**src/rtl/mem_pkg.sv**
```systemverilog
// Memory-access types shared by the store shifter and the load aligner.
// Size encoding matches the CPU's 2-bit size field; SIZE_BAD is never a legal access.
package mem_pkg;

    typedef enum logic [1:0] {
        SIZE_BYTE,
        SIZE_HALF,
        SIZE_WORD,
        SIZE_BAD
    } access_size_t;

    function automatic logic [2:0] size_bytes(access_size_t sz);
        case (sz)
            SIZE_BYTE: return 3'd1;
            SIZE_HALF: return 3'd2;
            SIZE_WORD: return 3'd4;
            default:   return 3'd0;
        endcase
    endfunction

    // An access crosses a word boundary when its last byte lands in the next word.
    function automatic logic crosses_word(logic [1:0] offset, access_size_t sz);
        return ({1'b0, offset} + size_bytes(sz)) > 3'd4;
    endfunction

endpackage

```
**src/rtl/load_extractor.sv**
```systemverilog
// Combinational byte extraction: picks the addressed bytes out of a {hi,lo} word pair
// and right-aligns them with sign or zero extension.
module load_extractor
    import mem_pkg::*;
(
    input  logic [31:0]  i_lo,
    input  logic [31:0]  i_hi,
    input  logic [1:0]   i_offset,
    input  access_size_t i_size,
    input  logic         i_signed,
    output logic [31:0]  o_data
);

    logic [31:0] w_shifted;

    // Little-endian: the byte at the load address ends up in bits [7:0].
    assign w_shifted = 32'({i_hi, i_lo} >> {i_offset, 3'b000});

    always_comb begin
        o_data = '0;
        case (i_size)
            SIZE_BYTE: o_data = {{24{i_signed & w_shifted[7]}}, w_shifted[7:0]};
            SIZE_HALF: o_data = {{16{i_signed & w_shifted[15]}}, w_shifted[15:0]};
            SIZE_WORD: o_data = w_shifted;
            default:   o_data = '0;
        endcase
    end

endmodule

```
**src/rtl/load_aligner.sv**
```systemverilog
// CPU load path to word bus: issues one or two aligned reads per load and returns
// the aligned, extended result. Handshake: cpu_req is taken only while cpu_ready=1,
// bus_rd stays high until bus_ack, and cpu_done pulses once per accepted load.
module load_aligner
    import mem_pkg::*;
#(
    parameter int unsigned ALLOW_MISALIGNED = 1,
    parameter int unsigned TIMEOUT_CYCLES   = 0
) (
    input  logic        clk,
    input  logic        rst,
    input  logic        cpu_req,
    output logic        cpu_ready,
    input  logic [31:0] cpu_addr,
    input  logic [1:0]  cpu_size,
    input  logic        cpu_signed,
    output logic        cpu_done,
    output logic [31:0] cpu_data,
    output logic        cpu_error,
    output logic        bus_rd,
    output logic [31:0] bus_addr,
    input  logic        bus_ack,
    input  logic [31:0] bus_data,
    output logic [1:0]  o_dbg_state
);

    typedef enum logic [1:0] {
        ST_IDLE,
        ST_READ_LO,
        ST_READ_HI,
        ST_RESP
    } state_t;

    state_t       r_state;
    state_t       w_state_nxt;
    logic [1:0]   r_offset;
    access_size_t r_size;
    logic         r_signed;
    logic [31:0]  r_lo;
    logic [31:0]  r_bus_addr;
    logic [31:0]  r_tmo_cnt;
    logic [31:0]  r_data;
    logic         r_err;

    access_size_t w_req_size;
    logic         w_req_bad;
    logic         w_accept;
    logic         w_crossing;
    logic         w_expire;
    logic         w_load_resp;
    logic         w_resp_err;
    logic         w_start_hi;
    logic [31:0]  w_lo;
    logic [31:0]  w_ext_data;

    assign w_req_size = access_size_t'(cpu_size);
    assign w_req_bad  = (w_req_size == SIZE_BAD) ||
                        ((ALLOW_MISALIGNED == 0) && crosses_word(cpu_addr[1:0], w_req_size));
    assign w_accept   = (r_state == ST_IDLE) && cpu_req;
    assign w_crossing = crosses_word(r_offset, r_size);
    assign w_expire   = (TIMEOUT_CYCLES != 0) && (r_tmo_cnt == TIMEOUT_CYCLES - 1);

    // Single-read loads extract straight from the bus word; split loads pair it with r_lo.
    assign w_lo = (r_state == ST_READ_LO) ? bus_data : r_lo;

    load_extractor u_extractor (
        .i_lo     (w_lo),
        .i_hi     (bus_data),
        .i_offset (r_offset),
        .i_size   (r_size),
        .i_signed (r_signed),
        .o_data   (w_ext_data)
    );

    always_ff @(posedge clk or posedge rst) begin
        if (rst) r_state <= ST_IDLE;
        else     r_state <= w_state_nxt;
    end

    // An ack always beats a timeout expiring in the same cycle.
    always_comb begin
        w_state_nxt = r_state;
        w_load_resp = 1'b0;
        w_resp_err  = 1'b0;
        w_start_hi  = 1'b0;
        case (r_state)
            ST_IDLE: begin
                if (cpu_req) begin
                    if (w_req_bad) begin
                        w_state_nxt = ST_RESP;
                        w_load_resp = 1'b1;
                        w_resp_err  = 1'b1;
                    end else begin
                        w_state_nxt = ST_READ_LO;
                    end
                end
            end
            ST_READ_LO: begin
                if (bus_ack) begin
                    if (w_crossing) begin
                        w_state_nxt = ST_READ_HI;
                        w_start_hi  = 1'b1;
                    end else begin
                        w_state_nxt = ST_RESP;
                        w_load_resp = 1'b1;
                    end
                end else if (w_expire) begin
                    w_state_nxt = ST_RESP;
                    w_load_resp = 1'b1;
                    w_resp_err  = 1'b1;
                end
            end
            ST_READ_HI: begin
                if (bus_ack) begin
                    w_state_nxt = ST_RESP;
                    w_load_resp = 1'b1;
                end else if (w_expire) begin
                    w_state_nxt = ST_RESP;
                    w_load_resp = 1'b1;
                    w_resp_err  = 1'b1;
                end
            end
            ST_RESP: w_state_nxt = ST_IDLE;
            default: w_state_nxt = ST_IDLE;
        endcase
    end

    always_ff @(posedge clk or posedge rst) begin
        if (rst) begin
            r_offset   <= '0;
            r_size     <= SIZE_BYTE;
            r_signed   <= 1'b0;
            r_lo       <= '0;
            r_bus_addr <= '0;
            r_tmo_cnt  <= '0;
            r_data     <= '0;
            r_err      <= 1'b0;
        end else begin
            if (w_accept) begin
                r_offset <= cpu_addr[1:0];
                r_size   <= w_req_size;
                r_signed <= cpu_signed;
            end
            // The +4 wraps naturally at the top of the address space.
            if (w_accept && !w_req_bad) r_bus_addr <= {cpu_addr[31:2], 2'b00};
            else if (w_start_hi)        r_bus_addr <= r_bus_addr + 32'd4;
            if ((r_state == ST_READ_LO) && bus_ack) r_lo <= bus_data;
            if ((w_accept && !w_req_bad) || w_start_hi) r_tmo_cnt <= '0;
            else if (bus_rd && (TIMEOUT_CYCLES != 0))   r_tmo_cnt <= r_tmo_cnt + 32'd1;
            if (w_load_resp) begin
                r_data <= w_resp_err ? '0 : w_ext_data;
                r_err  <= w_resp_err;
            end
        end
    end

    assign cpu_ready   = (r_state == ST_IDLE);
    assign cpu_done    = (r_state == ST_RESP);
    assign cpu_data    = r_data;
    assign cpu_error   = r_err;
    assign bus_rd      = (r_state == ST_READ_LO) || (r_state == ST_READ_HI);
    assign bus_addr    = r_bus_addr;
    assign o_dbg_state = r_state;

endmodule
```
**config.mk**
```make
export PLATFORM = sky130hd
export DESIGN_NAME = load_aligner
export DESIGN_NICKNAME = d
export VERILOG_FILES = /design/src/rtl/mem_pkg.sv /design/src/rtl/load_extractor.sv /design/src/rtl/load_aligner.sv
export SDC_FILE = /design/constraint.sdc
export NUM_CORES = 1
export LEC_CHECK = 0
export BUFFER_PORTS_ARGS = -buffer_cell sky130_fd_sc_hd__clkbuf_2
export CAP_MARGIN = 10
export CORE_MARGIN = 2
export CORE_UTILIZATION = 49
export DETAILED_ROUTE_END_ITERATION = 10
export MAX_ROUTING_LAYER = met4
export PLACE_DENSITY = 0.74
export SYNTH_ARGS = -nofsm -noshare
export SYNTH_HDL_FRONTEND = slang
export SYNTH_SLANG_ARGS = --single-unit
```
**constraint.sdc**
```tcl
create_clock -name clk -period 2.9 [get_ports clk]
set_input_delay 0.29 -clock clk [delete_from_list [all_inputs] [get_ports clk]]
set_output_delay 0.29 -clock clk [all_outputs]
set_load 0.01 [all_outputs]
```
==> impl_results.md <==
* # DRC at 0
* Pwr per Cell Area at 1130 nW/µm²
* HPWL after detailed placement at 12100 µm
* Slowest stage cell, crit path: or4_4
* First-pass GRT wire length at 26600 µm
* Synthesized area at 6100 µm²
* Iter 0 DRT Violations at 552
* Hold Path Class: in -> async
* Final Hold Slack at -0.00104 ns
* Final Max Tran Viols at 0
* Fillers at 1035
* Placed Cells at 939
* Asr flop ratio synth at 100%
* Critical Path RT at 3.17 ns
* Max Cap Violations at 0
* Non-Filler Instances at 956
* Hold buffer count at CTS at 0
* Final WL at 16400 µm
* Worst path cell trace: nor2_1, ha_1, inv_1, fa_1, nor2b_1, buf_12, or4_4, or4_1, a31oi_1
* Worst setup SP type: register
* Fin nets at 861
* Kind of critical path: reg -> reg
* DRT Pass-1 Iters at 6
* Final min period at 2.77 ns
* Fin Setup TNS at 0 ns
* Number of global-route vias before repair at 5160
* Ys Warns at 0
* Initial antenna violation count at 0
* Mean post-synth cell area at 9.21 µm²
* Via count at 5581
* Post-synth EDFFs at 0
* Crit Path Max Fanout at 10
* Initial Utilization at 50.6%
* Static leakage at 3.43 nW
* RSZ-0062 raised after global routing: false
* Yosys cell types at 57
* Total power at 8.21 mW
* GP Congestion at 0.869
* CP arrival at 3.03 ns
* Ys flop type: dfrtp_1
* Sequential area share after synthesis at 41.8%
* Most common cell in the netlist: nand2_1
* Top cells by area, synth: dfrtp_1 (42%), nand2_1 (8.6%), mux2i_1 (4.9%)
* Worst-path clk slew at 0.07 ns
* H-tree depth at 3
* Diode count at 0
* Root buf cell: clkbuf_16
* Max Clock Freq at 362 MHz
* Failing checks: negative hold slack
* Gr ovfl total at 0
* Slew @ Worst Pin at 0.759 ns
* Final-report setup violation count at 0
* Most frequent cells after synthesis: nand2_1 (140), dfrtp_1 (102), mux2i_1 (30), nor2_1 (30), clkbuf_1 (29)
* Post-Synthesis Cells at 662
* Synth top area share at 41.8%
* Share of layout cells above drive strength 1 at 26.4%
* IO Pins at 141
* Die Wd at 116 µm
* Layout Skew at 0.00763 ns
* Crit path capture type: register
* PortBufs at 138
* # rows at 40
* Vias/cell at 5.84
* Worst skew pair latency at 0.35 ns
* CTS max path bufs at 2
* CTS tree: yes
* Total track usage at 26.0%
* Final Hold Fails at 2
* Biggest area consumer among synthesized cells: dfrtp_1
* Maximum vdd drop at 460 µV
* Largest net degree at the start of global routing at 72
* WL per Instance at 17.1 µm
* Status: finished with violations
* Detail Route Antenna Nets at 0
* Seq cells post-synth at 102
* CTS Buf Count at 9
* Area delta synth->final at 19.7%
* Max incr delay on CP at 0.57 ns
* Slew HR at 49.4%
* Die area at 13400 µm²
* Core area at 12100 µm²
* DIE HEIGHT at 116 µm
* CTS sink cnt at 102
* Tcrit/Tclk final at 95.4%
routing by layer:
metal  share of wire, %  up-vias  routed length [µm]  GRT usage, %
met5                  0        -                   0             -
met2                 45      226                7300          37.5
li1                   -     2668                   -             -
met1                 47     2671                7630          38.1
met3                7.9       16                1290          5.23
met4               0.87        0                 142          5.22
metrics by stage:
| step | hold slack (ns) | utilization, % | cell area (µm²) | setup slack, ns |
|---|---|---|---|---|
| after global placement | 0.408 | 57.6 | 6950 | 0.126 |
| after floorplan | 0.395 | - | 6110 | 0.0599 |
| after detailed placement | 0.408 | 57.6 | 6950 | 0.0351 |
| after CTS | 0.0306 | 60.2 | 7260 | 0.0185 |
| final | -0.00104 | 60.5 | 7300 | 0.134 |
| after global routing | 0.0402 | 60.5 | 7300 | 0.00314 |
sequential cells by signal, indices dropped and copies added (netlist names):
name,flops
cpu_error,1
r_size,2
o_dbg_state,2
cpu_data,32
r_signed,1
r_offset,2
r_lo,32
bus_addr,30
logic make-up (layout without fill, tap and decap cells):
| group | after synthesis | after routing | synth area share (%) |
|---|---|---|---|
| flip-flops | 102 | 102 | 41.8 |
| AND/OR/NAND/NOR | 277 | 277 | 21.9 |
| XOR/XNOR | 8 | 8 | 1.27 |
| multiplexers | 47 | 47 | 9.76 |
| other | 1 | 2 | 0.0615 |
| AO/OA/AOI/OAI | 159 | 159 | 18.8 |
| adder cells (fa/ha/maj) | 7 | 7 | 1.56 |
| buffers and inverters | 61 | 186 | 4.78 |
final timing paths:
kind,to,slack (ns),cells after the start,start
min in group clk,bus_addr[10],0.14,2,cpu_addr[10]
setup / recovery,bus_addr[25],0.13,9,r_size[1]
hold / removal,r_lo[11],-0.001,3,rst
hold reg to reg,r_lo[6],0.47,2,r_lo[6]
max in group asynchronous,cpu_error,2.42,3,rst
setup reg to reg,bus_addr[25],0.13,9,r_size[1]
report_power, final:
part           switching, mW  total, mW  internal (mW)
clock network          0.572       1.28          0.709
logic                   2.50       4.36           1.87
registers              0.546       2.57           2.03
critical path, delay by kind of cell (launching register included):
family                     cells  cell delay (ns)
adders and majority gates      2             0.60
and+or+nand+nor                4             1.31
buffers and inverters          2             0.21
AOI/OAI and AO/OA              1             0.18
DFF                            1             0.39
final cells by class:
class	count	area [µm²]	share of cell area (%)
well taps	168	210	2.88
multi-input cells	500	3290	45.0
inverters	10	41.3	0.566
clock buffers	10	239	3.27
clock inverters	6	75.1	1.03
flip-flops and latches	102	2550	35.0
repair buffers	160	893	12.2
cells in the final DEF, fill, tap and decap left out, types with 8 or more instances in the layout:
cell type | synthesis | final
a211oi_1 | 23 | 23
a21o_1 | 10 | 10
a21oi_1 | 22 | 21
a221o_1 | 16 | 16
a31oi_1 | 16 | 16
and2_1 | 8 | 8
buf_4 | 2 | 19
clkbuf_16 | 0 | 9
clkbuf_2 | 0 | 138
dfrtp_1 | 102 | 101
inv_1 | 10 | 9
mux2i_1 | 30 | 30
mux4_2 | 9 | 9
nand2_1 | 140 | 140
nand3_1 | 17 | 17
nand4_1 | 11 | 11
nor2_1 | 30 | 29
nor2b_1 | 18 | 18
o21ai_0 | 28 | 28
o2bb2ai_1 | 16 | 16
o31ai_1 | 9 | 8
or4_1 | 12 | 11
repair_timing:
item	in CTS	in global routing
endpoints found under the setup margin	0	24
gates resized for setup	0	3
endpoints found under the hold margin	0	0
buffers inserted	0	1
Power figures use the tool's default switching activity.
